[config.mk]
export PLATFORM = sky130hd
export DESIGN_NAME = mult_share_arbiter_taint
export DESIGN_NICKNAME = d
export VERILOG_FILES = /design/src/rtl/mult_arb_pkg.sv /design/src/rtl/mult_rr_arbiter.sv /design/src/rtl/mult_share_arbiter_taint.sv
export SDC_FILE = /design/constraint.sdc
export NUM_CORES = 1
export LEC_CHECK = 0
export ABC_CLOCK_PERIOD_IN_PS = 1700
export BUFFER_PORTS_ARGS = -buffer_cell sky130_fd_sc_hd__clkbuf_2
export CORE_MARGIN = 5
export CORE_UTILIZATION = 45
export DETAILED_ROUTE_END_ITERATION = 10
export HOLD_SLACK_MARGIN = 0.08
export PLACE_DENSITY = 0.79
export SYNTH_ARGS = -nofsm -noshare
export SYNTH_HDL_FRONTEND = slang
export SYNTH_SLANG_ARGS = --single-unit
[constraint.sdc]
create_clock -name clk -period 1.7 [get_ports clk]
set_input_delay 0.255 -clock clk [delete_from_list [all_inputs] [get_ports clk]]
set_output_delay 0.255 -clock clk [all_outputs]
set_load 0.02 [all_outputs]
[src/rtl/mult_arb_pkg.sv]
`default_nettype none
// ============================================================================
//  Module      : mult_arb_pkg
//  Description : Shared definitions for the two-requester multiplier arbiter:
//                FSM state encoding, default abort threshold and a small
//                index-to-one-hot helper.
//  Revision    : 1.0  initial release
// ============================================================================
package mult_arb_pkg;

  typedef enum logic [1:0] {
    ST_IDLE    = 2'd0,
    ST_LAUNCH  = 2'd1,
    ST_WAIT    = 2'd2,
    ST_DELIVER = 2'd3
  } arb_state_e;

  localparam int unsigned DEFAULT_TIMEOUT = 64;

  function automatic logic [1:0] idx_to_onehot(input logic idx);
    return idx ? 2'b10 : 2'b01;
  endfunction

endpackage
`default_nettype wire

[src/rtl/mult_rr_arbiter.sv]
`default_nettype none
// ============================================================================
//  Module      : mult_rr_arbiter
//  Description : Two-way round-robin selector. A lone request wins outright;
//                when both requesters ask, the pointer picks. On every grant
//                the pointer moves to the requester that lost.
//  Ports       : clk        - clock
//                rst        - asynchronous active-low reset
//                req_i      - request vector
//                advance_i  - a grant is being issued this cycle
//                winner_o   - selected requester index
//                valid_o    - at least one request present
//  Revision    : 1.0  initial release
// ============================================================================
module mult_rr_arbiter
  import mult_arb_pkg::*;
(
  input  logic       clk,
  input  logic       rst,
  input  logic [1:0] req_i,
  input  logic       advance_i,
  output logic       winner_o,
  output logic       valid_o
);

  logic rr_q;

  always_comb begin
    valid_o  = |req_i;
    winner_o = 1'b0;
    case (req_i)
      2'b10:   winner_o = 1'b1;
      2'b11:   winner_o = rr_q;
      default: winner_o = 1'b0;
    endcase
  end

  always_ff @(posedge clk or negedge rst) begin
    if (!rst) begin
      rr_q <= 1'b0;
    end else if (advance_i) begin
      rr_q <= ~winner_o;
    end
  end

endmodule
`default_nettype wire

[src/rtl/mult_share_arbiter_taint.sv]
`default_nettype none
// ============================================================================
//  Module      : mult_share_arbiter_taint
//  Description : Shares one external multiplier between two requesters and
//                propagates a one-bit taint alongside every datapath value.
//                Flow: IDLE -> LAUNCH (grant + start) -> WAIT (product or
//                abort after TIMEOUT cycles) -> DELIVER (done pulse).
//  Ports       : clk, rst (async active-low)
//                req/req_t, mcand_in/mcand_t, mplier_in/mplier_t - requesters
//                grant, done/done_t, result/result_t, timeout_err - replies
//                mul_* - interface to the shared multiplier
//  Revision    : 1.0  initial release
// ============================================================================
module mult_share_arbiter_taint
  import mult_arb_pkg::*;
#(
  parameter int unsigned WIDTH   = 32,
  parameter int unsigned TIMEOUT = DEFAULT_TIMEOUT
) (
  input  logic                 clk,
  input  logic                 rst,
  input  logic [1:0]           req,
  input  logic [1:0]           req_t,
  input  logic [2*WIDTH-1:0]   mcand_in,
  input  logic [2*WIDTH-1:0]   mplier_in,
  input  logic [1:0]           mcand_t,
  input  logic [1:0]           mplier_t,
  output logic [1:0]           grant,
  output logic [1:0]           done,
  output logic                 done_t,
  output logic [2*WIDTH-1:0]   result,
  output logic                 result_t,
  output logic                 timeout_err,
  output logic                 mul_start,
  output logic                 mul_start_t,
  output logic [WIDTH-1:0]     mul_multiplier,
  output logic [WIDTH-1:0]     mul_multiplicand,
  output logic                 mul_multiplier_t,
  output logic                 mul_multiplicand_t,
  input  logic [2*WIDTH-1:0]   mul_product,
  input  logic                 mul_product_t,
  input  logic                 mul_done,
  input  logic                 mul_done_t
);

  localparam int unsigned          c_cnt_w   = $clog2(TIMEOUT + 1);
  localparam logic [c_cnt_w-1:0]   c_cnt_max = c_cnt_w'(TIMEOUT);

  arb_state_e             state_q;
  logic                   win_q;
  logic                   dt_q;
  logic [c_cnt_w-1:0]     cnt_q;
  logic [WIDTH-1:0]       mcand_q, mplier_q;
  logic                   mcand_t_q, mplier_t_q;
  logic [1:0]             grant_q, done_q;
  logic                   done_t_q, start_q, start_t_q;
  logic [2*WIDTH-1:0]     result_q;
  logic                   result_t_q, terr_q;

  logic                   w_win, w_valid, w_launch;
  logic [WIDTH-1:0]       w_mcand, w_mplier;

  // Grants are only issued from IDLE, so the pointer advances exactly once
  // per operation.
  assign w_launch = (state_q == ST_IDLE) && w_valid;

  mult_rr_arbiter u_rr (
    .clk       (clk),
    .rst       (rst),
    .req_i     (req),
    .advance_i (w_launch),
    .winner_o  (w_win),
    .valid_o   (w_valid)
  );

  assign w_mcand  = w_win ? mcand_in[2*WIDTH-1:WIDTH]  : mcand_in[WIDTH-1:0];
  assign w_mplier = w_win ? mplier_in[2*WIDTH-1:WIDTH] : mplier_in[WIDTH-1:0];

  always_ff @(posedge clk or negedge rst) begin
    if (!rst) begin
      state_q    <= ST_IDLE;
      win_q      <= 1'b0;
      dt_q       <= 1'b0;
      cnt_q      <= '0;
      mcand_q    <= '0;
      mplier_q   <= '0;
      mcand_t_q  <= 1'b0;
      mplier_t_q <= 1'b0;
      grant_q    <= '0;
      done_q     <= '0;
      done_t_q   <= 1'b0;
      start_q    <= 1'b0;
      start_t_q  <= 1'b0;
      result_q   <= '0;
      result_t_q <= 1'b0;
      terr_q     <= 1'b0;
    end else begin
      // Single-cycle strobes fall unless the transition below raises them.
      grant_q   <= '0;
      done_q    <= '0;
      done_t_q  <= 1'b0;
      start_q   <= 1'b0;
      start_t_q <= 1'b0;
      case (state_q)
        ST_IDLE: begin
          if (w_valid) begin
            state_q    <= ST_LAUNCH;
            win_q      <= w_win;
            mcand_q    <= w_mcand;
            mplier_q   <= w_mplier;
            mcand_t_q  <= mcand_t[w_win];
            mplier_t_q <= mplier_t[w_win];
            dt_q       <= |req_t;
            grant_q    <= idx_to_onehot(w_win);
            start_q    <= 1'b1;
            start_t_q  <= |req_t;
          end
        end
        ST_LAUNCH: begin
          state_q <= ST_WAIT;
          cnt_q   <= '0;
        end
        ST_WAIT: begin
          // A product arriving on the abort cycle still wins.
          if (mul_done) begin
            state_q    <= ST_DELIVER;
            result_q   <= mul_product;
            result_t_q <= mul_product_t | mul_done_t | dt_q;
            terr_q     <= 1'b0;
            done_q     <= idx_to_onehot(win_q);
            done_t_q   <= dt_q | mul_done_t;
          end else if (cnt_q == c_cnt_max) begin
            state_q    <= ST_DELIVER;
            result_q   <= '0;
            result_t_q <= dt_q | mul_done_t;
            terr_q     <= 1'b1;
            done_q     <= idx_to_onehot(win_q);
            done_t_q   <= dt_q | mul_done_t;
          end else begin
            cnt_q <= cnt_q + 1'b1;
          end
        end
        ST_DELIVER: state_q <= ST_IDLE;
        default:    state_q <= ST_IDLE;
      endcase
    end
  end

  assign grant              = grant_q;
  assign done               = done_q;
  assign done_t             = done_t_q;
  assign result             = result_q;
  assign result_t           = result_t_q;
  assign timeout_err        = terr_q;
  assign mul_start          = start_q;
  assign mul_start_t        = start_t_q;
  assign mul_multiplicand   = mcand_q;
  assign mul_multiplier     = mplier_q;
  assign mul_multiplicand_t = mcand_t_q;
  assign mul_multiplier_t   = mplier_t_q;

endmodule
`default_nettype wire

==> results_dict.tcl, run 1 <==
set metrics [dict create \
    fp.dieW_um 133 \
    p_sw_share_pct 42.7 \
    synth-compound-area-share_pct 18.1 \
    cts_buffers 17 \
    track_usage_pct 26.9 \
    required_ns 1.98 \
    maxCapViolations 0 \
    num_rows 45 \
    synth_top_cell_area_share_pct 55.4 \
    grt_start_max_net_pins 97 \
    drtIter0Drc 459 \
    finalCritPeriodShare_pct 97.6 \
    ys_async_sr_fraction_pct 100 \
    io_buffer_count 343 \
    max_slew.worst_pin.slew_ns 0.519 \
    dp.cells 1209 \
    synth_edf_count 0 \
    drive_above_1_share_pct 36.2 \
    ant_nets 0 \
    p_clk_share_pct 20.2 \
    status "complete, no violations" \
    worst_ir_drop_vdd_uv 780 \
    initial_utilization_pct 45.4 \
    final_util_pct 70.3 \
    finalSetupViolations 0 \
    post_drt_wl_per_cell_um 18.8 \
    die_area_sq_mm 0.0177 \
    max_stage_delay_ns 0.40 \
    drc 0 \
    reg2reg_setup_slack_ns 0.04 \
    internal_power_mw 10.5 \
    htreeDepth 4 \
    clk_latency_ns 0.41 \
    pwr_density_cell_mw_per_mm2 1730 \
    path_delay_family "buffers and inverters" \
    syn_area_sq_mm 0.00683 \
    wl_um 25400 \
    p_sw_mw 7.83 \
    synthToLayoutAreaGrowth_pct 54.9 \
    start_kind "flip-flop" \
    critPathBufInv 3 \
    hold_depth 3 \
    core_area_sq_mm 0.0150 \
    synth_common_cells "dfrtp_1, nand2_1, o21ai_0" \
    hp-start "mcand_in[37]" \
    cts_root_buffer "clkbuf_16" \
    leakage_nw 5.13 \
    dr.pass1.iters 8 \
    cp.arrival_ns 1.94 \
    die_h_um 133 \
    clk_pin_slew_ns 0.07 \
    antenna_found_initial 0 \
    rsz0062_at_grt "true" \
    cts_tree "done" \
    path_class "flip-flop to flip-flop" \
    r2r-start "state_q[0]$_DFFE_PN0P_" \
    synth_most_common_cell "dfrtp_1" \
    seq_area_frac_synth_pct 55.4 \
    num-nets-final 1361 \
    post-dp-hpwl_um 15100 \
    hold_path_end "mul_multiplicand[5]$_DFFE_PN0P_" \
    crit_fanout 26 \
    ios 344 \
    cp-end-kind "flip-flop" \
    synthFlopType "dfrtp_1" \
    cpMaxStageDelayCell "dfrtp_1" \
    hold_path_class "input pin to flip-flop" \
    slew_headroom_pct 65.4 \
    grt_pass1_vias 7353 \
    grt_overflow 0 \
    syn_inst 715 \
    synth_warnings 0 \
    synth_area_leader_cell "dfrtp_1" \
    synth_top_family_by_area "simple AND/OR/NAND/NOR gates" \
    power_frac_comb_pct 45.9 \
    fmax_ghz 0.603 \
    synth-xor-area-share_pct 0 \
    p_seq_share_pct 33.9 \
    synth_fp_nets 925 \
    grt_pass1_wl_um 38400 \
    synth_mux_area_share_pct 0.312 \
    path_cells "inv_1 > ha_2 > nand2b_1 > nor3_4 > buf_12 > clkbuf_16 > o21ai_0" \
    synth_fa_ha_area_share_pct 0.917 \
    whs_ns 0.0918 \
    clockBufferDepth 2 \
    fillers 1043 \
    final_cell_count_no_fill 1352 \
    synth.avg_cell_area_sq_um 9.55 \
    yosys.area_share.simple_pct 20.2 \
    period_needed_ns 1.66 \
    num_antenna_cells 0 \
    r2r_cells 7 \
    place.gp.congestion 0.857 \
    reg2reg_to "result[49]$_DFFE_PN0P_" \
    ys_top_cells_by_area "dfrtp_1, o21ai_0, nand2_1" \
    finalHoldViolations 0 \
    drv_slew 0 \
    clkSinkCount 151 \
    synthDistinctLibCells 50 \
    finClkSkew_ns 0.00777 \
    via_per_inst 5.47 \
    vias 7398 \
    ys_ff_latch 151 \
]
[cell usage in the layout (no fill, tap or decap), types with 3 or more instances in the layout]
| cell type | instances |
|---|---|
| dlygate4sd3_1 | 105 |
| a21o_1 | 3 |
| o21ai_0 | 109 |
| nand3b_1 | 48 |
| buf_12 | 12 |
| nand2b_1 | 3 |
| nor2_1 | 54 |
| a221o_1 | 18 |
| clkbuf_16 | 21 |
| a21oi_1 | 9 |
| buf_4 | 14 |
| clkbuf_2 | 342 |
| o22ai_1 | 3 |
| nand2_1 | 137 |
| a31oi_1 | 49 |
| and2_0 | 10 |
| clkbuf_8 | 3 |
| ha_2 | 3 |
| inv_1 | 8 |
| dfrtp_1 | 151 |
| o21ai_1 | 3 |
| inv_6 | 5 |
| clkinv_4 | 3 |
| and2_1 | 8 |
[metal layers]
layer  track usage (%)  vias up  share of wire [%]
met2              46.0      460                 50
met5                 0        -                  0
met4              13.4        0                4.6
met1              31.1     3490                 36
met3              7.67       80                9.0
li1                  -     3368                  -
[final cells by class]
| type | instances | area, sq um | area share [%] |
|---|---|---|---|
| clock buffers | 21 | 470 | 4.45 |
| repair buffers | 478 | 3220 | 30.4 |
| inverters | 10 | 37.5 | 0.355 |
| flip-flops and latches | 151 | 3780 | 35.7 |
| multi-input cells | 493 | 2720 | 25.7 |
| clock inverters | 11 | 110 | 1.04 |
| well taps | 188 | 235 | 2.22 |
[cells by family (layout without fill, tap and decap cells)]
kind of cell | count (synthesis) | in the layout
adders and majority gates | 5 | 5
muxes | 2 | 2
AOI/OAI and AO/OA | 207 | 207
DFF | 151 | 151
and+or+nand+nor | 279 | 279
buffers and inverters | 71 | 520
[metrics by stage]
stage                     setup TNS [ns]  instance area (sq um)  total power, mW  setup WS [ns]
after floorplan                        0                   6830             11.0          0.184
after global placement                 0                   8800             13.8          0.144
after detailed placement               0                   8800             14.1         0.0657
after CTS                              0                  10400             18.0         0.0346
after global routing              -0.525                  10600             19.4        -0.0476
final                                  0                  10600             18.3         0.0412
[sequential cells by signal, indices dropped and copies added (netlist names)]
signal,count
cnt_q,7
done,2
done_t,1
dt_q,1
grant,2
mul_multiplicand,32
mul_multiplicand_t,1
mul_multiplier,32
mul_multiplier_t,1
mul_start,1
mul_start_t,1
result,64
result_t,1
state_q,2
timeout_err,1
u_rr.rr_q,1
win_q,1
[power by group through the flow]
stage               registers (mW)  clock network [mW]  logic, mW
floorplan                     7.97                   0       3.02
global placement              6.14                   0       7.70
detailed placement            6.18                   0       7.89
CTS                           6.14                3.74       8.10
global route                  6.39                3.92       9.07
finish                        6.21                3.70       8.42
[worst min-delay path: cells and delay by family]
kind / cells / cell delay, ns
and+or+nand+nor: 1 / 0.06
AOI/OAI and AO/OA: 1 / 0.07
buffers and inverters: 1 / 0.08
[worst max-delay path by stage]
stage | from | endpoint | slack, ns | cells after the start
after detailed placement | cnt_q[0]$_DFFE_PN0P_ | cnt_q[1]$_DFFE_PN0P_ | 0.07 | 5
after global placement | state_q[0]$_DFFE_PN0P_ | cnt_q[5]$_DFFE_PN0P_ | 0.14 | 6
after CTS | cnt_q[0]$_DFFE_PN0P_ | cnt_q[1]$_DFFE_PN0P_ | 0.03 | 5
final | state_q[0]$_DFFE_PN0P_ | result[49]$_DFFE_PN0P_ | 0.04 | 7
after global routing | state_q[0]$_DFFE_PN0P_ | result[31]$_DFFE_PN0P_ | -0.05 | 7
after floorplan | cnt_q[0]$_DFFE_PN0P_ | cnt_q[0]$_DFFE_PN0P_ | 0.18 | 5
[repair_timing]
action	4_1_cts	5_1_grt
setup buffers	0	2
hold buffers	105	0
setup endpoints to repair	0	66
gates resized for setup	0	8
hold endpoints to repair	124	0
Power figures use the tool's default switching activity.
==> run 2: changes to the inputs <==
Settings changed: CORE_AREA set to 2 2 134 136, CORE_MARGIN 5 to unset, CORE_UTILIZATION 45 to unset, DIE_AREA set to 0 0 136 138, PLACE_DENSITY 0.79 to 0.71.
==> results_dict.tcl, run 2 (same netlist as run 1, synthesis figures left out) <==
set metrics [dict create \
    status "finished with violations" \
    violations "negative setup slack" \
    clk_pin_slew_ns 0.07 \
    layout_commonest_cell "clkbuf_2" \
    pwr_density_cell_mw_per_mm2 1660 \
    start_kind "flip-flop" \
    post_drt_wl_per_cell_um 17.0 \
    die_area_sq_mm 0.0188 \
    drive_above_1_share_pct 35.4 \
    grt_start_max_net_pins 68 \
    drtIter0Drc 426 \
    required_ns 1.97 \
    clockBufferDepth 2 \
    max_slew.worst_pin.slew_ns 0.439 \
    p_sw_share_pct 42.2 \
    antenna_found_initial 0 \
    fillers 1367 \
    cts_buffers 17 \
    largest_reg_flops 64 \
    rsz0062_at_grt "true" \
    hold_depth 3 \
    hold_path_class "input pin to flip-flop" \
    finalSetupViolations 1 \
    cts_tree "done" \
    worst_ir_drop_vdd_uv 902 \
    slew_headroom_pct 70.7 \
    leakage_nw 5.31 \
    post-dp-hpwl_um 15100 \
    track_usage_pct 24.6 \
    crit_fanout 8 \
    p_sw_mw 7.77 \
    cp.arrival_ns 1.97 \
    place_area_sq_mm 0.00889 \
    maxCapViolations 0 \
    synthToLayoutAreaGrowth_pct 62.1 \
    num_rows 49 \
    core_area_sq_mm 0.0175 \
    setup_ws_ns -0.000631 \
    power_frac_comb_pct 45.6 \
    reg2reg_setup_slack_ns -0.0006 \
    finClkSkew_ns 0.0104 \
    via_per_inst 5.14 \
    path_class "flip-flop to flip-flop" \
    num-nets-final 1402 \
    hp-start "mul_product[25]" \
    finalCritPeriodShare_pct 100 \
    num_antenna_cells 0 \
    die_h_um 138 \
    cts_root_buffer "clkbuf_16" \
    internal_power_mw 10.6 \
    whs_ns 0.0906 \
    power_mw 18.4 \
    cp-end-kind "flip-flop" \
    drc 0 \
    final_cell_mix "clkbuf_2, dfrtp_1, dlygate4sd3_1" \
    place.gp.congestion 0.835 \
    grt_pass1_wl_um 36800 \
    hold_path_end "result[25]$_DFFE_PN0P_" \
    drv_slew 0 \
    p_clk_share_pct 20.9 \
    r2r-start "state_q[0]$_DFFE_PN0P_" \
    p_seq_share_pct 33.5 \
    ant_nets 0 \
    r2r_cells 7 \
    io_buffer_count 343 \
    initial_utilization_pct 38.9 \
    vias 7365 \
    wl_um 24300 \
    grt_pass1_vias 7341 \
    fp.dieW_um 136 \
    final_area_sq_mm 0.0111 \
    period_needed_ns 1.70 \
    clkSinkCount 151 \
    grt_overflow 0 \
    dr.pass1.iters 5 \
    htreeDepth 4 \
    ios 344 \
    fmax_ghz 0.588 \
    clk_latency_ns 0.43 \
    finalHoldViolations 0 \
    reg2reg_to "result[31]$_DFFE_PN0P_" \
]
[run 2: power by group through the flow]
stage,Combinational (mW),Sequential (mW),Clock (mW)
after floorplan,3.02,7.97,0
after global placement,7.75,6.14,0
after detailed placement,7.89,6.20,0
after CTS,8.16,6.15,3.91
after global routing,9.12,6.36,4.07
final,8.39,6.17,3.84
[run 2: repair_timing]
action / in CTS / in global routing
buffers inserted: 0 / 3
setup endpoints to repair: 0 / 114
gates resized for setup: 0 / 10
endpoints found under the hold margin: 141 / 1
hold buffers: 140 / 1
[run 2: layout make-up]
cell class	count	area (sq um)	area share, %
inverter	10	42.5	0.385
multi-input combinational	493	2740	24.8
clock inverter	14	165	1.49
clock buffer	17	425	3.85
timing repair buffer	519	3620	32.8
sequential	151	3780	34.2
tap	229	287	2.59
[run 2: worst max-delay path by stage]
| stage | end | depth (start not counted) | slack [ns] | from |
|---|---|---|---|---|
| after floorplan | cnt_q[0]$_DFFE_PN0P_ | 5 | 0.18 | cnt_q[0]$_DFFE_PN0P_ |
| after global placement | state_q[1]$_DFFE_PN0P_ | 5 | 0.11 | state_q[1]$_DFFE_PN0P_ |
| after detailed placement | result[13]$_DFFE_PN0P_ | 7 | 0.04 | state_q[0]$_DFFE_PN0P_ |
| after CTS | result[7]$_DFFE_PN0P_ | 6 | 0.03 | cnt_q[1]$_DFFE_PN0P_ |
| after global routing | result[31]$_DFFE_PN0P_ | 7 | -0.06 | state_q[0]$_DFFE_PN0P_ |
| final | result[31]$_DFFE_PN0P_ | 7 | -0.0006 | state_q[0]$_DFFE_PN0P_ |
[run 2: metal layers]
layer / part of all wire (%) / track usage, % / vias up
met5: 0 / 0 / -
met4: 4.0 / 11.8 / 0
met3: 9.0 / 6.56 / 66
met2: 50 / 41.7 / 414
met1: 37 / 28.8 / 3448
li1: - / - / 3437
[run 2: worst max-delay path, cell delays in order (launching register included)]
cell and delay (ns):
dfrtp_1 0.40, inv_1 0.12, ha_2 0.24, nand2b_4 0.08, nor3_4 0.27, buf_12 0.16
clkbuf_16 0.15, o21ai_0 0.13
[run 2: metrics by stage]
| step | utilization [%] | setup TNS (ns) | worst slack, ns | cells |
|---|---|---|---|---|
| finish | 63.1 | -0.000631 | -0.000631 | 1433 |
| global route | 63.1 | -1.14 | -0.0647 | 1433 |
| CTS | 62.1 | 0 | 0.0327 | 1424 |
| detailed placement | 50.7 | 0 | 0.0433 | 1253 |
| global placement | 50.7 | 0 | 0.112 | 1253 |
| floorplan | - | 0 | 0.184 | 715 |
==> run 3: changes to the inputs <==
Settings changed: ABC_AREA set to 1, CORE_AREA 2 2 134 136 to 2 2 132 134, DIE_AREA 0 0 136 138 to 0 0 134 136.
==> results_dict.tcl, run 3 <==
set metrics [dict create \
    yosys.area_share.simple_pct 25.7 \
    rsz0062_at_grt "false" \
    clockBufferDepth 2 \
    p_clk_share_pct 22.7 \
    finalHoldViolations 0 \
    die_h_um 136 \
    wl_um 23000 \
    slew_headroom_pct 75.7 \
    drv_slew 0 \
    track_usage_pct 24.4 \
    status "complete, no violations" \
    synth-xor-area-share_pct 0.400 \
    core_area_sq_mm 0.0169 \
    p_sw_share_pct 42.0 \
    cts_root_buffer "clkbuf_16" \
    num_rows 48 \
    syn_inst 746 \
    internal_power_mw 11.1 \
    p_sw_mw 8.02 \
    ant_nets 0 \
    synthDistinctLibCells 24 \
    dr.pass1.iters 5 \
    final_util_pct 63.5 \
    fp.dieW_um 134 \
    pwr_density_cell_mw_per_mm2 1780 \
    maxCapViolations 0 \
    vias 7141 \
    synth_common_cells "nand2_1, dfrtp_1, nand3_1" \
    post-dp-hpwl_um 14300 \
    die_area_sq_mm 0.0182 \
    synthToLayoutAreaGrowth_pct 63.1 \
    power_frac_comb_pct 45.1 \
    final_cell_count_no_fill 1463 \
    whs_ns 0.0979 \
    synth_fp_nets 956 \
    synthFlopType "dfrtp_1" \
    post-place-ws_ns 0.145 \
    period_needed_ns 1.59 \
    ys_async_sr_fraction_pct 100 \
    syn_area_sq_mm 0.00657 \
    ios 344 \
    power_mw 19.1 \
    fmax_ghz 0.631 \
    initial_utilization_pct 38.9 \
    synth_fa_ha_area_share_pct 0.952 \
    clk_pin_slew_ns 0.06 \
    ys_top_cells_by_area "dfrtp_1, nand2_1, nand3_1" \
    max_slew.worst_pin.slew_ns 0.365 \
    synth_mux_area_share_pct 0 \
    finalCritPeriodShare_pct 93.3 \
    synth_edf_count 0 \
    reg2reg_setup_slack_ns 0.11 \
    setup_ws_ns 0.114 \
    synth-compound-area-share_pct 9.83 \
    grt_pass1_wl_um 35200 \
    post_drt_wl_per_cell_um 15.7 \
    crit_fanout 22 \
    synth_warnings 0 \
    io_buffer_count 343 \
    clkSinkCount 151 \
    cp.arrival_ns 1.91 \
    via_per_inst 4.88 \
    cts_buffers 17 \
    drtIter0Drc 337 \
    ys_ff_latch 151 \
    htreeDepth 4 \
    num-nets-final 1435 \
    dp.cells 1288 \
    cts_tree "done" \
    final_area_sq_mm 0.0107 \
    synth_most_common_cell "nand2_1" \
    drive_above_1_share_pct 34.9 \
    cp-end-kind "flip-flop" \
    final_cell_mix "clkbuf_2, nand2_1, dfrtp_1" \
    largest_reg_flops 64 \
    drc 0 \
    synth_top_cell_area_share_pct 57.5 \
    grt_start_max_net_pins 67 \
    finalSetupViolations 0 \
    seq_area_frac_synth_pct 57.5 \
    worst_ir_drop_vdd_uv 909 \
    synth.avg_cell_area_sq_um 8.81 \
    required_ns 2.02 \
    clk_latency_ns 0.41 \
    layout_commonest_cell "clkbuf_2" \
    leakage_nw 5.75 \
    place.gp.congestion 0.830 \
    path_class "flip-flop to flip-flop" \
    finalSetupTns_ns 0 \
    p_seq_share_pct 32.2 \
    grt_overflow 0 \
    grt_pass1_vias 7102 \
    synth_top_family_by_area "simple AND/OR/NAND/NOR gates" \
    hold_path_class "input pin to flip-flop" \
    synth_area_leader_cell "dfrtp_1" \
    start_kind "flip-flop" \
    antenna_found_initial 1 \
    place_area_sq_mm 0.00860 \
    finClkSkew_ns 0.0100 \
]
==> run 3: cell types whose count changed in the layout (fill, tap and decap cells not counted), moves of 7 or more <==
cell,change
nand2_1,+125
o21ai_0,-110
nand3_1,+86
a21oi_1,+67
a31oi_1,-49
nand3b_1,-48
a21oi_2,+21
a221o_1,-18
and2_0,-10
and2_1,-8
nor2_1,+7
==> run 3: worst paths after layout <==
path,startpoint,to,cells past startpoint
worst max register to register,state_q[0]$_DFFE_PN0P_,mul_multiplicand[2]$_DFFE_PN0P_,7
worst min-delay path,mul_product[33],result[33]$_DFFE_PN0P_,3
max in group asynchronous,rst,result[37]$_DFFE_PN0P_,3
worst min register to register,win_q$_DFFE_PN0P_,done[0]$_DFF_PN0_,1
min in group asynchronous,rst,mul_multiplier[0]$_DFFE_PN0P_,2
worst max-delay path,state_q[0]$_DFFE_PN0P_,mul_multiplicand[2]$_DFFE_PN0P_,7
==> run 3: worst max-delay path, stage by stage (launching register included) <==
cell and delay (ns):
dfrtp_1 0.38, inv_1 0.10, ha_1 0.24, nand2_4 0.10, inv_2 0.23, buf_12 0.21
nor2_1 0.06, a21oi_1 0.16
==> run 3: repair_timing <==
action | in CTS | in global routing
endpoints found under the setup margin | 0 | 3
setup buffers | 0 | 3
hold endpoints to repair | 200 | 0
hold buffers | 139 | 0
resized for setup | 0 | 0
==> run 3: cells by family (layout without fill, tap and decap cells) <==
family / after synthesis / in the layout
fa+ha+maj: 5 / 5
simple gates: 415 / 415
compound gates: 107 / 107
xor+xnor: 3 / 3
other cells: 0 / 1
flops: 151 / 151
buf+inv: 65 / 556
==> run 3: routing by layer <==
metal  track usage [%]  vias to the layer above  wire length [um]
met5                 0                        -                 0
met4              12.4                        0               837
met3              6.45                       55              1930
met2              40.2                      378             11300
met1              29.6                     3332              8940
li1                  -                     3376                 -
==> run 3: final cells by class <==
type                    instances  area [sq um]
well taps                     225           282
repair buffers                508          3490
diodes                          1          2.50
inverters                      17          63.8
flip-flops and latches        151          3780
clock buffers                  18           429
clock inverters                13           243
fillers                      1308          6160
multi-input cells             530          2430
==> run 3: power groups by stage <==
stage          Combinational [mW]  Clock, mW  Sequential [mW]
2_1_floorplan                3.26          0             8.01
3_3_place_gp                 8.07          0             6.13
3_5_place_dp                 8.19          0             6.16
4_1_cts                      8.45       4.41             6.11
5_1_grt                      9.35       4.56             6.34
6_report                     8.61       4.32             6.16
